File: src/rtl/cnn_sched_pkg.sv
// Shared sizes and scheduler state encoding for the CNN load scheduler.
package cnn_sched_pkg;
    localparam int DATA_W     = 8;
    localparam int IMG_PIXELS = 64;
    localparam int W_COUNT    = 54;
    localparam int AW         = 6;

    typedef enum logic [1:0] {
        IDLE  = 2'd0,
        START = 2'd1,
        BUSY  = 2'd2
    } sched_state_e;
endpackage

File: src/rtl/pingpong_bank_tracker.sv
// Ping-pong image buffer bookkeeping: full flags, bank being filled, bank to consume next.
module pingpong_bank_tracker (
    input  logic       clk,
    input  logic       rst_n,
    input  logic       i_set,
    input  logic       i_release,
    output logic [1:0] o_full,
    output logic       o_fill_bank,
    output logic       o_next_bank
);
    logic [1:0] r_full;
    logic       r_fill_bank;
    logic       r_next_bank;

    // set targets fill_bank (must be empty), release targets next_bank (must be full),
    // so both can land in the same cycle without touching the same flag
    always_ff @(posedge clk or negedge rst_n) begin
        if (!rst_n) begin
            r_full      <= 2'b00;
            r_fill_bank <= 1'b0;
            r_next_bank <= 1'b0;
        end else begin
            if (i_set) begin
                r_full[r_fill_bank] <= 1'b1;
                r_fill_bank         <= ~r_fill_bank;
            end
            if (i_release) begin
                r_full[r_next_bank] <= 1'b0;
                r_next_bank         <= ~r_next_bank;
            end
        end
    end

    assign o_full      = r_full;
    assign o_fill_bank = r_fill_bank;
    assign o_next_bank = r_next_bank;
endmodule

File: src/rtl/cnn_load_sched.sv
// Byte-stream loader for weight RAM / ping-pong image buffer plus convolution-core scheduler.
// Define CNN_SCHED_PERF_EN to add the perf_img_cnt / perf_stall_cnt counters.
module cnn_load_sched
    import cnn_sched_pkg::*;
(
    input  logic              clk,
    input  logic              rst_n,
    input  logic              mode,
    input  logic [DATA_W-1:0] din,
    input  logic              ram_en,
    output logic              w_we,
    output logic [AW-1:0]     w_addr,
    output logic [DATA_W-1:0] w_wdata,
    output logic              d_we,
    output logic              d_bank,
    output logic [AW-1:0]     d_addr,
    output logic [DATA_W-1:0] d_wdata,
    output logic              calc_start,
    output logic              calc_bank,
    input  logic              calc_done,
    output logic              weight_ready,
    output logic              err_overrun
`ifdef CNN_SCHED_PERF_EN
    ,
    output logic [15:0]       perf_img_cnt,
    output logic [15:0]       perf_stall_cnt
`endif
);
    localparam logic [AW-1:0] W_LAST = AW'(W_COUNT - 1);
    localparam logic [AW-1:0] D_LAST = AW'(IMG_PIXELS - 1);

    sched_state_e  r_state, w_state_nxt;
    logic [AW-1:0] r_w_cnt, r_d_cnt;
    logic [1:0]    w_full;
    logic          w_fill_bank, w_next_bank;
    logic          w_w_req, w_d_req, w_w_acc, w_d_acc;
    logic          w_img_last, w_ready_set, w_release, w_calc_load;

    assign w_w_req    = ram_en & mode;
    assign w_d_req    = ram_en & ~mode;
    assign w_w_acc    = w_w_req & (r_state == IDLE) & (w_full == 2'b00) & (r_d_cnt == '0);
    assign w_d_acc    = w_d_req & ~w_full[w_fill_bank];
    assign w_img_last = w_d_acc & (r_d_cnt == D_LAST);
    assign w_release  = calc_done & (r_state == BUSY);
    // weight_ready follows the final weight write by one cycle
    assign w_ready_set = w_we & (w_addr == W_LAST);

    pingpong_bank_tracker u_banks (
        .clk         (clk),
        .rst_n       (rst_n),
        .i_set       (w_img_last),
        .i_release   (w_release),
        .o_full      (w_full),
        .o_fill_bank (w_fill_bank),
        .o_next_bank (w_next_bank)
    );

    always_ff @(posedge clk or negedge rst_n) begin
        if (!rst_n) begin
            r_w_cnt      <= '0;
            r_d_cnt      <= '0;
            weight_ready <= 1'b0;
            err_overrun  <= 1'b0;
            w_we         <= 1'b0;
            w_addr       <= '0;
            w_wdata      <= '0;
            d_we         <= 1'b0;
            d_bank       <= 1'b0;
            d_addr       <= '0;
            d_wdata      <= '0;
        end else begin
            w_we <= w_w_acc;
            d_we <= w_d_acc;
            // w_cnt is already 0 whenever a reload begins, so the reload byte lands at 0
            if (w_w_acc) begin
                w_addr  <= r_w_cnt;
                w_wdata <= din;
                r_w_cnt <= (r_w_cnt == W_LAST) ? '0 : r_w_cnt + 1'b1;
            end
            if (w_w_acc)
                weight_ready <= 1'b0;
            else if (w_ready_set)
                weight_ready <= 1'b1;
            if (w_d_acc) begin
                d_bank  <= w_fill_bank;
                d_addr  <= r_d_cnt;
                d_wdata <= din;
                r_d_cnt <= (r_d_cnt == D_LAST) ? '0 : r_d_cnt + 1'b1;
            end
            if ((w_w_req & ~w_w_acc) | (w_d_req & ~w_d_acc))
                err_overrun <= 1'b1;
        end
    end

    always_comb begin
        w_state_nxt = r_state;
        w_calc_load = 1'b0;
        unique case (r_state)
            IDLE: begin
                if (weight_ready && w_full[w_next_bank]) begin
                    w_state_nxt = START;
                    w_calc_load = 1'b1;
                end
            end
            START:   w_state_nxt = BUSY;
            BUSY:    if (calc_done) w_state_nxt = IDLE;
            default: w_state_nxt = IDLE;
        endcase
    end

    // calc_start is registered off START so it trails the last pixel write by two cycles
    always_ff @(posedge clk or negedge rst_n) begin
        if (!rst_n) begin
            r_state    <= IDLE;
            calc_bank  <= 1'b0;
            calc_start <= 1'b0;
        end else begin
            r_state    <= w_state_nxt;
            calc_start <= (r_state == START);
            if (w_calc_load)
                calc_bank <= w_next_bank;
        end
    end

`ifdef CNN_SCHED_PERF_EN
    always_ff @(posedge clk or negedge rst_n) begin
        if (!rst_n) begin
            perf_img_cnt   <= 16'd0;
            perf_stall_cnt <= 16'd0;
        end else begin
            if (w_release)
                perf_img_cnt <= perf_img_cnt + 16'd1;
            if (w_full[w_next_bank] && (r_state != IDLE) && (perf_stall_cnt != 16'hFFFF))
                perf_stall_cnt <= perf_stall_cnt + 16'd1;
        end
    end
`endif
endmodule

File: config.mk
export PLATFORM = sky130hd
export DESIGN_NAME = cnn_load_sched
export DESIGN_NICKNAME = d
export VERILOG_FILES = /design/src/rtl/cnn_sched_pkg.sv /design/src/rtl/pingpong_bank_tracker.sv /design/src/rtl/cnn_load_sched.sv
export SDC_FILE = /design/constraint.sdc
export NUM_CORES = 1
export LEC_CHECK = 0
export CAP_MARGIN = 20
export CORE_UTILIZATION = 25
export DETAILED_ROUTE_END_ITERATION = 16
export MAX_ROUTING_LAYER = met4
export PLACE_DENSITY = 0.45
export SETUP_SLACK_MARGIN = 0.15
export SYNTH_ARGS = -nofsm -noshare
export SYNTH_HDL_FRONTEND = slang
export SYNTH_SLANG_ARGS = --single-unit
File: constraint.sdc
create_clock -name clk -period 1.8 [get_ports clk]
set_input_delay 0.27 -clock clk [delete_from_list [all_inputs] [get_ports clk]]
set_output_delay 0.27 -clock clk [all_outputs]
set_load 0.02 [all_outputs]
; ---- Yosys cells after proc, flatten, opt, wreduce, memory -nomap -nowiden
; Cells that the tools add are included.
[classes]
reduce_logical = 8
n_addsub = 2
n_lt_le_gt_ge = 4
bitwise = 21
n_mux = 19
eq_ne = 7
[ops]
columns = cell, n
row1 = $eq A6 B6 Y1 const B, 3
row2 = $add A6 B1 Y6 const B, 2
row3 = $mux W6, 2
row4 = $and A1 B1 Y1, 11
row5 = $mux W1, 10
row6 = $mux W2, 4
row7 = $logic_not A6 Y1, 1
row8 = $not A1 Y1, 6
row9 = $pmux W2 S3, 1
row10 = $logic_not A2 Y1, 2
row11 = $lt A1 B2 Y1 const B, 2
row12 = $logic_and A1 B1 Y1, 3
row13 = $and A2 B2 Y2, 1
row14 = $demux W1 S1, 2
row15 = $eq A2 B1 Y1 const B, 1
row16 = $eq A2 B2 Y1 const B, 1
row17 = $ge A1 B1 Y1 const B, 2
row18 = $ne A2 B1 Y1 const B, 1
row19 = $ne A2 B2 Y1 const B, 1
row20 = $not A2 Y2, 1
row21 = $or A2 B2 Y2, 1
row22 = $reduce_and A2 Y1, 1
row23 = $reduce_bool A2 Y1, 1
row24 = $or A1 B1 Y1, 1
[word_totals]
register_bits = 53
word_cells = 78

; ---- Logic depth before layout (Yosys ltp)
[depth]
depth_word = 8
depth_mapped = 8
ltp_nobuf = 7

; ---- Cells and area by module
; Synthesis repeated with hierarchy kept, for this count alone.
[unflattened]
hier_cells = 230
area_unflattened_um2 = 2220.9
[modules_own_cells]
columns = module, cells_each, area_per_inst_um2, n_inst, seq_area_each_um2
row1 = cnn_load_sched, 219, 2068.2, 1, 1226.2
row2 = pingpong_bank_tracker, 11, 152.6, 1, 100.1

; ---- Worst setup path before layout
; OpenSTA, ideal clock, no wires.
[synth_timing]
path_type = reg2reg
from = register u_banks.r_fill_bank, in the netlist u_banks.o_fill_bank
to = register r_d_cnt[5]
setup_time_ns = 0.131
stages_incl_launch_ff = 7
required_ns = 1.669
arrival_ns = 1.641
synth_period_minus_slack_ns = 1.773
path_slack_ns = 0.027
cell_sequence = dfrtp_1 -> mux2_4 -> or3b_1 -> buf_2 -> buf_6 -> o31ai_4 -> o41ai_2
[synth_via]
elab_chain_len = 4
[synth_rtl]
columns = element, line
row1 = from (decl), pingpong_bank_tracker.sv:12  ; logic r_fill_bank;
row2 = from (signal assigned), pingpong_bank_tracker.sv:25  ; r_fill_bank <= ~r_fill_bank;
row3 = $mux W1 (not written as such) (2 in a row), cnn_load_sched.sv:42  ; assign w_d_acc = w_d_req & ~w_full[w_fill_bank];
row4 = $not A1 Y1, cnn_load_sched.sv:42
row5 = $and A1 B1 Y1, cnn_load_sched.sv:42
row6 = to (signal assigned), cnn_load_sched.sv:88  ; r_d_cnt <= (r_d_cnt == D_LAST) ? '0 : r_d_cnt + 1'b1;
row7 = to (decl), cnn_load_sched.sv:33  ; logic [AW-1:0] r_w_cnt, r_d_cnt;
; No other way between the ends. The select of a mux whose other input is x is not followed.
; A chain may end at the register's enable or synchronous reset.

; ---- Worst setup path in the final report
[layout_timing]
from = register u_banks.r_fill_bank, in the netlist u_banks.o_fill_bank
to = register r_d_cnt[3]
; Same word-level chain as after synthesis.

==> flow_summary_export.csv <==
group,metric,value,unit
clocking,cts_max_path_buffers,2,
sta,grt_setup_unrepaired,"yes",
floorplan,die_h,96.60,um
finish,flow.area_growth_from_synthesis,41.72,%
yosys,synth_most_common_cell,"sky130_fd_sc_hd__nand2_1",
clocking,clock-root-buffer,"sky130_fd_sc_hd__clkbuf_8",
sta,final_critical_path_setup_slack,149.5,ps
yosys,yosysUniqueCellTypes,39,
setup_path,cp-start-kind,"register",
setup_path,crit_path_end_kind,"register",
finish,drive_above_1_share,16.17,%
route,dr_total_vias,1792,
sta,slew-limit-headroom,68.13,%
global_routing,grt_pass1_wl,8.756,mm
status,run_status,"finished, final reports clean",
yosys,number_of_register_bits_inferred_by_synthesis,53,
global_routing,first_global_vias,1772,
yosys,muxShareOfSynthArea,1.622,%
yosys,ys_dominant_reg_cell,"sky130_fd_sc_hd__dfrtp_1",
finish,seqCellArea,1328,um2
route,routed_antenna_nets,0,
placement,placed_cell_area,2990,um2
placement,gp_congestion,0.7398,
global_routing,grt_max_degree,36,
yosys,syn-instance-count,228,
setup_path,crit_required,2000,ps
sta,finalHoldViolations,0,
route,total_drc_errors_in_the_routed_layout,0,
global_routing,grt_remaining_overflow,0,
power,netSwitchingFraction,35.63,%
finish,postLayoutCellArea,3171,um2
setup_path,setup.worst_path.class,"reg -> reg",
setup_path,setup.worst_path.start,"u_banks.o_fill_bank$_DFFE_PN0N_",
power,power_leakage,1.531,nW
route,detailedRoute.firstIterationViolations,65,
yosys,synthesis.area,2237,um2
floorplan,die_x,96.60,um
yosys,synth_async_sr_flop_share,100.0,%
clocking,clock_sinks,53,
power,p_int,2.620,mW
route,drt-wirelength-per-cell,13.05,um
floorplan,core,8678,um2
clocking,cts_tree,"built",
floorplan,floorplan.initialDensity,25.78,%
clocking,clock_slew_at_the_register_clock_pins_of_the_worst_setup_and_hold_paths,100,ps
power,ir_drop,0.3374,mV
power,power.sequential.fraction,44.2,%
sta,report.final.slew_viol_count,0,
sta,timing.final.setup_violations,0,
placement,place.port_buffers,47,
finish,layout_net_count,320,
yosys,yosys.area_share.adder,2.237,%
yosys,synth_edf_count,0,
yosys,synth-compound-area-share,8.557,%
placement,placement.setup.worst_slack,-224.9,ps
yosys,synth-simple-area-share,24.16,%
global_routing,grtUsageTotal,12.88,%
finish,layout.filler_cells,929,
yosys,ys_top_cells_by_area,"sky130_fd_sc_hd__dfrtp_1 (59%), sky130_fd_sc_hd__nand2_1 (15%), sky130_fd_sc_hd__o21ai_0 (3.4%)",
sta,pin_slew_with_the_least_headroom_to_its_limit,478.0,ps
yosys,postSynthAreaPerCell,9.812,um2
yosys,yosysTopAreaCell,"sky130_fd_sc_hd__dfrtp_1",
finish,multi_input_combinational_cell_area,883.3,um2
yosys,synthesis.yosys.warnings,0,
setup_path,crit-reg2reg-launch,"u_banks.o_fill_bank$_DFFE_PN0N_",
finish,antenna_cells,0,
run,max_cap_violations,0,
route,wl,5.364,mm
power,power.clock.fraction,16.9,%
setup_path,reg2regPathDepth,4,
power,power.share.combinational,38.9,%
power,design_power_total,4.070,mW
setup_path,timing.critical_path.arrival,1850,ps
floorplan,number_of_ports_placed_on_the_die_boundary,48,
sta,finalCriticalPeriod,1650,ps
floorplan,num_rows,34,
setup_path,cp_max_fo,8,
route,post_drt_via_cell_ratio,4.360,
sta,final.setup_skew,10.03,ps
placement,hpwlAfterDp,3.929,mm
clocking,clock_buffers_created_by_tritoncts,5,
sta,layout_worst_path_cycle_share,91.69,%
yosys,synth_top_family_by_area,"simple AND/OR/NAND/NOR gates",
clocking,insertion_delay,310,ps
power,pwr_density_cell,1284,nW/um2
yosys,synthesized_area_fraction_occupied_by_xor_and_xnor_cells,1.174,%
global_routing,antenna_found_initial,0,
route,drt_pass_1_iters,4,
sta,fmax,605.9,MHz
yosys,netlist.area_leader.share,59.28,%
yosys,synth.yosys.seq_area_share,59.28,%
hold_path,hold_path.class,"in -> async",
power,switchingPower,1.450,mW
yosys,synth_nets,245,
floorplan,design.die.area,9331,um2
sta,hold-worst-slack,449.7,ps
yosys,top_cells_by_instance_count_after_synthesis,"sky130_fd_sc_hd__nand2_1 (87), sky130_fd_sc_hd__dfrtp_1 (53), sky130_fd_sc_hd__o21ai_0 (15)",
clocking,ctsHtreeMaxLevel,2,
## layout make-up
cell class | count | share of cell area (%)
Clock buffer | 7 | 2.723
Inverter | 7 | 0.9866
Multi-Input combinational cell | 161 | 27.86
Sequential cell | 53 | 41.87
Tap cell | 108 | 4.262
Timing Repair Buffer | 75 | 22.30
## power by group through the flow
stage	Sequential [mW]	Combinational, mW	Clock [mW]
finish	1.80	1.58	0.688
global route	1.85	1.74	0.764
CTS	1.80	1.57	0.718
detailed placement	1.82	1.55	0
global placement	1.82	1.54	0
floorplan	2.09	0.460	0
## worst paths after layout
kind | end | slack (ps)
worst max register to register | r_d_cnt[3]$_DFFE_PN0N_ | 150
worst max-delay path | r_d_cnt[3]$_DFFE_PN0N_ | 150
max in group asynchronous | r_w_cnt[5]$_DFFE_PN0P_ | 800
worst min-delay path | w_wdata[0]$_DFFE_PN0P_ | 450
worst min register to register | w_wdata[1]$_DFFE_PN0P_ | 480
min in group clk | w_wdata[1]$_DFFE_PN0P_ | 480
## logic make-up after synthesis
logic type,count (synthesis)
compound gates,29
xor+xnor,3
fa+ha+maj,4
buf+inv,14
flops,53
mux,3
simple gates,122
## metrics by stage
stage	std cells	util, %	TNS, ps
after floorplan	228	-	0
after global placement	400	34.46	-1796
final	411	36.53	0
after global routing	411	36.53	0
after detailed placement	400	34.46	-3275
after CTS	409	35.90	0
## layer usage
| metal | global-route usage, % | vias to the layer above | wire length [um] |
|---|---|---|---|
| met1 | 15.88 | 853 | 2549 |
| met3 | 3.052 | 4 | 246 |
| met5 | - | - | 0 |
| met4 | 4.779 | 0 | 59 |
| met2 | 20.54 | 37 | 2508 |
| li1 | - | 898 | - |
## layout by cell type, fill, tap and decap left out, types with 3 or more instances in the layout
master,synthesis,final
sky130_fd_sc_hd__nor2_1,6,6
sky130_fd_sc_hd__o21ai_0,15,13
sky130_fd_sc_hd__inv_1,5,5
sky130_fd_sc_hd__buf_4,1,24
sky130_fd_sc_hd__nand4_1,3,3
sky130_fd_sc_hd__a21oi_1,6,6
sky130_fd_sc_hd__dfrtp_1,53,52
sky130_fd_sc_hd__ha_1,4,3
sky130_fd_sc_hd__nand2_1,87,87
sky130_fd_sc_hd__clkdlybuf4s50_1,0,44
sky130_fd_sc_hd__xnor2_1,3,3
sky130_fd_sc_hd__nor2b_1,3,3
sky130_fd_sc_hd__nand3_1,3,3
sky130_fd_sc_hd__clkbuf_8,0,6
## registers in the layout, summed over array words and instances, names as in the netlist
signal / cells
u_banks.o_fill_bank: 1
r_state: 2
calc_bank: 1
w_we: 1
d_wdata: 8
u_banks.o_full: 2
d_bank: 1
w_wdata: 8
w_addr: 6
err_overrun: 1
d_addr: 6
weight_ready: 1
d_we: 1
u_banks.o_next_bank: 1
r_w_cnt: 6
r_d_cnt: 6
calc_start: 1
## worst max-delay path, stage by stage, from the launching register on
cell and delay [ps]:
sky130_fd_sc_hd__dfrtp_1 410, sky130_fd_sc_hd__mux2_4 300, sky130_fd_sc_hd__or3b_4 450, sky130_fd_sc_hd__a21o_1 180, sky130_fd_sc_hd__a22o_1 200
## timing repair
item,4_1_cts,5_1_grt
hold buffers,1,0
buffers inserted,1,2
setup endpoints to repair,26,30
hold endpoints to repair,18,0
resized for setup,5,14
pin swaps,1,2
(Power assumes the default switching activity.)
